[src/rtl/lieat_axi_arbiter.sv]
// Single-outstanding AXI4 master-port arbiter for icache (read) and dcache (read/write).
// Ports: clock/reset, icache_axi_* (AR/R), dcache_axi_* (AR/R/AW/W/B), io_master_* (AXI4 master).
module lieat_axi_arbiter #(
  parameter int XLEN       = 32,
  parameter int STARVE_MAX = 4
) (
  input  logic            clock,
  input  logic            reset,

  input  logic            icache_axi_arvalid,
  output logic            icache_axi_arready,
  input  logic [XLEN-1:0] icache_axi_araddr,
  output logic            icache_axi_rvalid,
  input  logic            icache_axi_rready,
  output logic [XLEN-1:0] icache_axi_rdata,

  input  logic            dcache_axi_arvalid,
  output logic            dcache_axi_arready,
  input  logic [XLEN-1:0] dcache_axi_araddr,
  input  logic [2:0]      dcache_axi_arsize,
  output logic            dcache_axi_rvalid,
  input  logic            dcache_axi_rready,
  output logic [XLEN-1:0] dcache_axi_rdata,
  input  logic            dcache_axi_awvalid,
  output logic            dcache_axi_awready,
  input  logic [XLEN-1:0] dcache_axi_awaddr,
  input  logic [2:0]      dcache_axi_awsize,
  input  logic            dcache_axi_wvalid,
  output logic            dcache_axi_wready,
  input  logic [XLEN-1:0] dcache_axi_wdata,
  output logic            dcache_axi_bvalid,
  input  logic            dcache_axi_bready,
  output logic [1:0]      dcache_axi_bresp,

  output logic            io_master_awvalid,
  input  logic            io_master_awready,
  output logic [31:0]     io_master_awaddr,
  output logic [3:0]      io_master_awid,
  output logic [7:0]      io_master_awlen,
  output logic [2:0]      io_master_awsize,
  output logic [1:0]      io_master_awburst,
  output logic            io_master_wvalid,
  input  logic            io_master_wready,
  output logic [31:0]     io_master_wdata,
  output logic [3:0]      io_master_wstrb,
  output logic            io_master_wlast,
  input  logic            io_master_bvalid,
  output logic            io_master_bready,
  input  logic [1:0]      io_master_bresp,
  input  logic [3:0]      io_master_bid,
  output logic            io_master_arvalid,
  input  logic            io_master_arready,
  output logic [31:0]     io_master_araddr,
  output logic [3:0]      io_master_arid,
  output logic [7:0]      io_master_arlen,
  output logic [2:0]      io_master_arsize,
  output logic [1:0]      io_master_arburst,
  input  logic            io_master_rvalid,
  output logic            io_master_rready,
  input  logic [31:0]     io_master_rdata,
  input  logic [1:0]      io_master_rresp,
  input  logic            io_master_rlast,
  input  logic [3:0]      io_master_rid
);

  typedef enum logic [2:0] {
    IDLE,
    RADDR,
    RDATA,
    WADDR,
    WRESP
  } state_t;

  localparam int SW = $clog2(STARVE_MAX + 1);
  localparam logic [SW-1:0] SMAX = SW'(STARVE_MAX);

  state_t          state;
  logic [SW-1:0]   starve_cnt;
  logic            owner_ic;
  logic [XLEN-1:0] ar_addr_q;
  logic [2:0]      ar_size_q;
  logic            arvalid_q;
  logic [XLEN-1:0] aw_addr_q;
  logic [2:0]      aw_size_q;
  logic [XLEN-1:0] wdata_q;
  logic [3:0]      wstrb_q;
  logic            awvalid_q;
  logic            wvalid_q;
  logic            aw_done;
  logic            w_done;

  logic idle;
  logic wr_req;
  logic dr_req;
  logic ir_req;
  logic starved;
  logic grant_ic;
  logic grant_wr;
  logic grant_dr;
  logic aw_hs;
  logic w_hs;

  // rid/rresp/bid carry nothing useful with one transaction in flight
  logic unused_ok;
  assign unused_ok = ^{io_master_bid, io_master_rresp, io_master_rid};

  function automatic logic [3:0] strb_of(
    input logic [2:0] sz,
    input logic [1:0] a
  );
    if (sz == 3'd0)
      return 4'b0001 << a;
    else if (sz == 3'd1)
      return 4'b0011 << {a[1], 1'b0};
    else
      return 4'b1111;
  endfunction

  // Readies are masked during reset so nothing upstream handshakes
  assign idle    = (state == IDLE) & ~reset;
  assign wr_req  = dcache_axi_awvalid & dcache_axi_wvalid;
  assign dr_req  = dcache_axi_arvalid;
  assign ir_req  = icache_axi_arvalid;
  assign starved = (starve_cnt == SMAX) & ir_req;

  assign grant_ic = idle & ir_req & (starved | (~wr_req & ~dr_req));
  assign grant_wr = idle & ~starved & wr_req;
  assign grant_dr = idle & ~starved & ~wr_req & dr_req;

  assign icache_axi_arready = grant_ic;
  assign dcache_axi_arready = grant_dr;
  assign dcache_axi_awready = grant_wr;
  assign dcache_axi_wready  = grant_wr;

  assign aw_hs = awvalid_q & io_master_awready;
  assign w_hs  = wvalid_q & io_master_wready;

  always_ff @(posedge clock or posedge reset) begin
    if (reset) begin
      state      <= IDLE;
      starve_cnt <= '0;
      owner_ic   <= 1'b0;
      ar_addr_q  <= '0;
      ar_size_q  <= '0;
      arvalid_q  <= 1'b0;
      aw_addr_q  <= '0;
      aw_size_q  <= '0;
      wdata_q    <= '0;
      wstrb_q    <= '0;
      awvalid_q  <= 1'b0;
      wvalid_q   <= 1'b0;
      aw_done    <= 1'b0;
      w_done     <= 1'b0;
    end else begin
      unique case (state)
        IDLE: begin
          if ((grant_wr | grant_dr) & ir_req & (starve_cnt != SMAX))
            starve_cnt <= starve_cnt + 1'b1;
          if (grant_ic) begin
            starve_cnt <= '0;
            owner_ic   <= 1'b1;
            ar_addr_q  <= icache_axi_araddr;
            ar_size_q  <= 3'b010;
            arvalid_q  <= 1'b1;
            state      <= RADDR;
          end else if (grant_wr) begin
            aw_addr_q <= dcache_axi_awaddr;
            aw_size_q <= dcache_axi_awsize;
            wdata_q   <= dcache_axi_wdata;
            wstrb_q   <= strb_of(dcache_axi_awsize,
                                 dcache_axi_awaddr[1:0]);
            awvalid_q <= 1'b1;
            wvalid_q  <= 1'b1;
            aw_done   <= 1'b0;
            w_done    <= 1'b0;
            state     <= WADDR;
          end else if (grant_dr) begin
            owner_ic  <= 1'b0;
            ar_addr_q <= dcache_axi_araddr;
            ar_size_q <= dcache_axi_arsize;
            arvalid_q <= 1'b1;
            state     <= RADDR;
          end
        end
        RADDR: begin
          if (io_master_arready) begin
            arvalid_q <= 1'b0;
            state     <= RDATA;
          end
        end
        RDATA: begin
          if (io_master_rvalid & io_master_rready & io_master_rlast)
            state <= IDLE;
        end
        WADDR: begin
          if (aw_hs) begin
            awvalid_q <= 1'b0;
            aw_done   <= 1'b1;
          end
          if (w_hs) begin
            wvalid_q <= 1'b0;
            w_done   <= 1'b1;
          end
          // Both channels may finish in the same cycle
          if ((aw_done | aw_hs) & (w_done | w_hs)) begin
            aw_done <= 1'b0;
            w_done  <= 1'b0;
            state   <= WRESP;
          end
        end
        WRESP: begin
          if (io_master_bvalid & dcache_axi_bready)
            state <= IDLE;
        end
        default: state <= IDLE;
      endcase
    end
  end

  assign io_master_arvalid = arvalid_q;
  assign io_master_araddr  = ar_addr_q;
  assign io_master_arsize  = ar_size_q;
  assign io_master_arid    = owner_ic ? 4'b0010 : 4'b0001;
  assign io_master_arlen   = 8'd0;
  assign io_master_arburst = 2'b01;

  logic in_rdata;
  assign in_rdata = (state == RDATA);

  assign io_master_rready = in_rdata &
    (owner_ic ? icache_axi_rready : dcache_axi_rready);

  assign icache_axi_rvalid = in_rdata & owner_ic & io_master_rvalid;
  assign dcache_axi_rvalid = in_rdata & ~owner_ic & io_master_rvalid;
  assign icache_axi_rdata  = (in_rdata & owner_ic) ?
                             io_master_rdata : '0;
  assign dcache_axi_rdata  = (in_rdata & ~owner_ic) ?
                             io_master_rdata : '0;

  assign io_master_awvalid = awvalid_q;
  assign io_master_awaddr  = aw_addr_q;
  assign io_master_awsize  = aw_size_q;
  assign io_master_awid    = 4'b0001;
  assign io_master_awlen   = 8'd0;
  assign io_master_awburst = 2'b01;
  assign io_master_wvalid  = wvalid_q;
  assign io_master_wdata   = wdata_q;
  assign io_master_wstrb   = wstrb_q;
  assign io_master_wlast   = 1'b1;

  logic in_wresp;
  assign in_wresp = (state == WRESP);

  assign dcache_axi_bvalid = in_wresp & io_master_bvalid;
  assign dcache_axi_bresp  = in_wresp ? io_master_bresp : 2'b00;
  assign io_master_bready  = in_wresp & dcache_axi_bready;

endmodule
[config.mk]
export PLATFORM = sky130hd
export DESIGN_NAME = lieat_axi_arbiter
export DESIGN_NICKNAME = d
export VERILOG_FILES = /design/src/rtl/lieat_axi_arbiter.sv
export SDC_FILE = /design/constraint.sdc
export NUM_CORES = 1
export LEC_CHECK = 0
export CAP_MARGIN = 20
export CORE_AREA = 2 2 160 162
export DETAILED_ROUTE_END_ITERATION = 16
export DIE_AREA = 0 0 162 164
export DONT_BUFFER_PORTS = 1
export PLACE_DENSITY = 0.4
export SYNTH_ARGS = -nofsm -noshare
export SYNTH_HDL_FRONTEND = slang
export SYNTH_SLANG_ARGS = --single-unit
[constraint.sdc]
create_clock -name clock -period 3.75 [get_ports clock]
set_input_delay 0.75 -clock clock [delete_from_list [all_inputs] [get_ports clock]]
set_output_delay 0.75 -clock clock [all_outputs]
set_load 0.02 [all_outputs]
; ---- Yosys cells after proc, flatten, opt, wreduce, memory -nomap -nowiden
; Index checks and enable logic that the tools add are counted.
[op_classes]
addsub = 1
n_eq_ne = 21
shift = 2
mux = 45
bitwise = 35
reduce_logical = 15
[ops]
columns = operator, count
row1 = 32-bit two-way mux, 5
row2 = 3-bit two-way mux, 12
row3 = 1-bit AND, 25
row4 = 4-bit AND reduction, 5
row5 = 1-bit two-way mux, 18
row6 = "3-bit != test, second input constant", 5
row7 = 3-bit one-hot mux with 5 select lines, 1
row8 = "2-bit != test, second input constant", 7
row9 = 1-bit one-hot mux with 2 select lines, 5
row10 = 4-bit two-way mux, 2
row11 = 2-bit nonzero test, 4
row12 = "3-bit by 1-bit == test with 1-bit output, second input constant", 2
row13 = "3-bit by 2-bit == test with 1-bit output, second input constant", 2
row14 = "3-bit == test, second input constant", 2
row15 = 3-bit logical NOT, 2
row16 = 1-bit NOT, 6
row17 = 3-bit AND reduction, 2
row18 = 5-bit AND reduction, 1
row19 = 2-bit two-way mux, 2
row20 = "2-bit by 1-bit != test with 1-bit output, second input constant", 2
row21 = "4-bit != test, second input constant", 1
row22 = 1-bit bitwise OR, 4
row23 = "1-bit by 2-bit << shifter with 4-bit output, first input constant", 1
row24 = "2-bit by 2-bit << shifter with 4-bit output, first input constant", 1
row25 = 2 further kinds, 2
[word_totals]
register_bits = 118
in_bits = 193
out_inout_bits = 213

; ---- Logic depth before layout (Yosys ltp)
[depth]
depth_word = 11
mapped_depth = 9
depth_no_buf = 7

; ---- Least setup slack after synthesis
; OpenSTA, ideal clock, no wires.
[synth_path]
path_kind = input port to output port
startpoint = in icache_axi_arvalid
endpoint = out dcache_axi_wready
arrival_ps = 1869
t_required_ps = 3000
slack_ps = 1131
path_stages = 6
n_path_buf = 4
cell_sequence = and3_1 -> clkbuf_1 -> nor3b_4 -> buf_6 -> buf_6 -> buf_4
[synth_via]
elab_chain_len = 4
[synth_lines]
columns = element, line_no
row1 = "start, declared", 10  ; input logic icache_axi_arvalid,
row2 = 1-bit AND, 124  ; assign starved = (starve_cnt == SMAX) & ir_req;
row3 = 1-bit NOT, 127  ; assign grant_wr = idle & ~starved & wr_req;
row4 = 1-bit AND (2 in a row), 127
row5 = "end, declared", 29  ; output logic dcache_axi_wready,
; Every way passes these cells.

; ---- Final worst setup path
[layout_path]
startpoint = reg state[2]
endpoint = out dcache_axi_rdata[13]
[layout_via]
elab_chain_len = 3
[layout_lines]
columns = element, line_no
row1 = "start, declared", 77  ; state_t state;
row2 = "start signal, assigned", 140  ; state <= IDLE;
row3 = "start signal, assigned", 165  ; state <= RADDR;
row4 = "start signal, assigned", 176  ; state <= WADDR;
row5 = 3-bit by 2-bit == test with 1-bit output, 228  ; assign in_rdata = (state == RDATA);
row6 = 1-bit AND, 237  ; assign dcache_axi_rdata = (in_rdata & ~owner_ic) ?
row7 = 32-bit two-way mux, 237
row8 = "end, declared", 23  ; output logic [XLEN-1:0] dcache_axi_rdata,
; Every way passes these cells.

==> out/qor.txt <==
outcome: completed
synth warn: 0
Slew headroom: 46.8%
DRT iter0 DRCs: 201
flops & latches, synth: 118
die area: 26600 um^2
layout cells sized above 1: 21.5%
Final ANT Viol Nets: 0
CP Cell Sequence: nand2b_1 -> nand2b_1 -> nor2_1 -> buf_4 -> and2_1
TritonRoute pass-1 iters: 4
cells taking the most area after synthesis: dfrtp_1 52%, mux2_2 13%, and2_1 7.8%
Critical Path Slowest Stage Cell: nor2_1
Tcrit/Tclk final: 83.0%
root buf cell: clkbuf_16
total of max-cap violations: 0
post-route core utilization: 26.2%
CP bufs+invs: 1
CP top delay family: simple AND/OR/NAND/NOR gates
crit path kind: reg -> out
placed cell areas: 5890 um^2
dpl hpwl: 13.1 mm
Max Slew Vio Count: 0
Post-Place Worst Slack: 0.963 ns
Critical Path End Type: output pin
initial antenna violation count: 0
HP Class: in -> async
syn avg cell area: 10.6 um^2
Ports: 406
drt total wl: 17.1 mm
Layout area overhead: 14.9%
vias in the first global route: 4054
Critical Path Most Common Cell: nand2b_1
# rows: 58
Distinct cells, synth: 40
DR WL/cell: 19.6 um
CTS-repair resized insts: 0
reg2reg path depth: 4
CTS H-tree lvls: 4
worst slew pin tran: 0.799 ns
Worst Skew: 0.0150 ns
Port Buf Inserts: 0
multi-input logic area: 2390 um^2
Core ar.: 24800 um^2
Netlist Area Pre-Place: 5650 um^2
CTS max path bufs: 2
GR Overflow Total: 0
CTS hold repair buffers: 0
antenna cells: 0
unrepaired setup endpoints after global routing: false
die width: 162 um
leak pwr: 2.85 nW
Power, Total: 6.24 mW
clock transition at the registers of the reported paths: 0.06 ns
post-synth top area cell: dfrtp_1
clk sinks: 118
share of the synthesized area in the top cell type: 52.3%
Pwr Density: 962 nW/um^2
Crit. path cell count: 5
most common cell after layout, fill and taps aside: dfrtp_1
initial core utilization: 22.8%
Max stage delay on crit path: 0.49 ns
fill count: 2653
vias per inst: 4.55
GP Congestion: 0.902
most frequent cells in the layout: 118 x dfrtp_1, 76 x a21oi_1, 70 x and2_1
Final #Nets: 725
Reg area: 2950 um^2
final setup fails: 0
cell area after layout: 6490 um^2
Worst Setup Start Kind: flop
final hold vios: 0
CP arrival: 2.36 ns
maximum VDD drop: 0.000341 V
detailed-route via count: 3969
Max FO, Critical Path: 22
first-pass GRT wire length: 24.5 mm
sequential cell area fraction in the yosys report: 52.3%
CTS Buf Count: 17
Period minus WS final: 3.11 ns
Clk Latency, worst-skew pair: 0.41 ns
FMAX: 321 MHz
drt drc: 0
Global Route Usage Sum: 12.3%
fin worst setup slack: 0.638 ns
Worst EP required: 3.00 ns
largest net degree at the start of global routing: 63
Setup TNS Final: 0 ns
Die H: 164 um
postcts setup bufs: 0
Mapped Cells: 535
TritonCTS clock tree: done
## cell families after synthesis
logic type                 share of synthesized area, %
other                                             0.133
buffers and inverters                              7.29
DFF                                                52.3
and+or+nand+nor                                    16.1
muxes                                              13.7
AOI/OAI and AO/OA                                  10.0
adders and majority gates                         0.443
## Yosys cell counts
master	number
a2111oi_0	1
a211o_1	3
a21o_1	1
a21oi_1	76
a22o_1	3
a31oi_1	1
and2_1	70
and3_1	1
and3b_1	1
buf_2	8
buf_4	35
buf_6	2
clkbuf_1	14
conb_1	2
dfrtp_1	118
ha_1	2
inv_1	8
inv_2	1
mux2_2	67
mux2i_1	2
nand2_1	42
nand2b_1	3
nand3_1	1
nand3b_1	1
nand4_1	2
nor2_1	46
nor3_1	5
nor3b_1	1
nor3b_4	1
nor4_4	1
o211ai_1	2
o211ai_2	1
o21a_1	1
o21ai_0	5
o221a_2	1
o221ai_2	1
o31ai_1	2
o41ai_1	1
or2_2	1
or3_1	1
## sequential cells by signal (all words and copies together) (netlist names), 3 cells and up
register          cells
io_master_wstrb       4
state                 3
io_master_awsize      3
io_master_wdata      32
io_master_araddr     32
starve_cnt            3
io_master_arsize      3
io_master_awaddr     32
## through the flow
| stage | hold WS, ns | cells |
|---|---|---|
| finish | 0.207 | 873 |
| CTS | 0.198 | 873 |
| global route | 0.202 | 873 |
| detailed placement | 0.506 | 841 |
| floorplan | 0.463 | 560 |
| global placement | 0.486 | 841 |
## metal layers
layer	routed length, um	vias up	share of wire, %	track usage, %
met5	0	-	0	0
met4	223	0	1.3	3.70
met3	1570	11	9.2	4.77
met2	9090	263	53	22.5
met1	6230	1960	36	13.0
li1	-	1735	-	-
## worst paths after layout
check                                     startpoint                               end  slack (ns)
max in group asynchronous                      reset  io_master_awaddr[24]$_DFFE_PP0P_        2.68
max                             state[2]$_DFFE_PP0P_              dcache_axi_rdata[13]        0.64
min                                            reset              state[0]$_DFFE_PP0P_        0.21
max reg2reg                     state[2]$_DFFE_PP0P_   io_master_wdata[15]$_DFFE_PP0P_        1.11
min in group clock                 io_master_awready     io_master_awvalid$_DFFE_PP0P_        0.45
min reg2reg                starve_cnt[1]$_DFFE_PP0P_         starve_cnt[1]$_DFFE_PP0P_        0.51
## where the power goes
part / internal (mW) / leakage [nW] / switching, mW
Sequential: 1.88 / 1.40 / 1.23
Combinational: 0.618 / 1.16 / 0.869
Clock: 1.02 / 0.286 / 0.619
Total: 3.52 / 2.85 / 2.72
## area by class of cell
class / count / share of cell area [%]
Clock inverter: 13 / 2.24
Sequential cell: 118 / 45.5
Multi-Input combinational cell: 374 / 36.8
Timing Repair Buffer: 10 / 1.54
Clock buffer: 19 / 6.98
Tap cell: 330 / 6.36
Inverter: 9 / 0.578
Power figures use the tool's default switching activity.
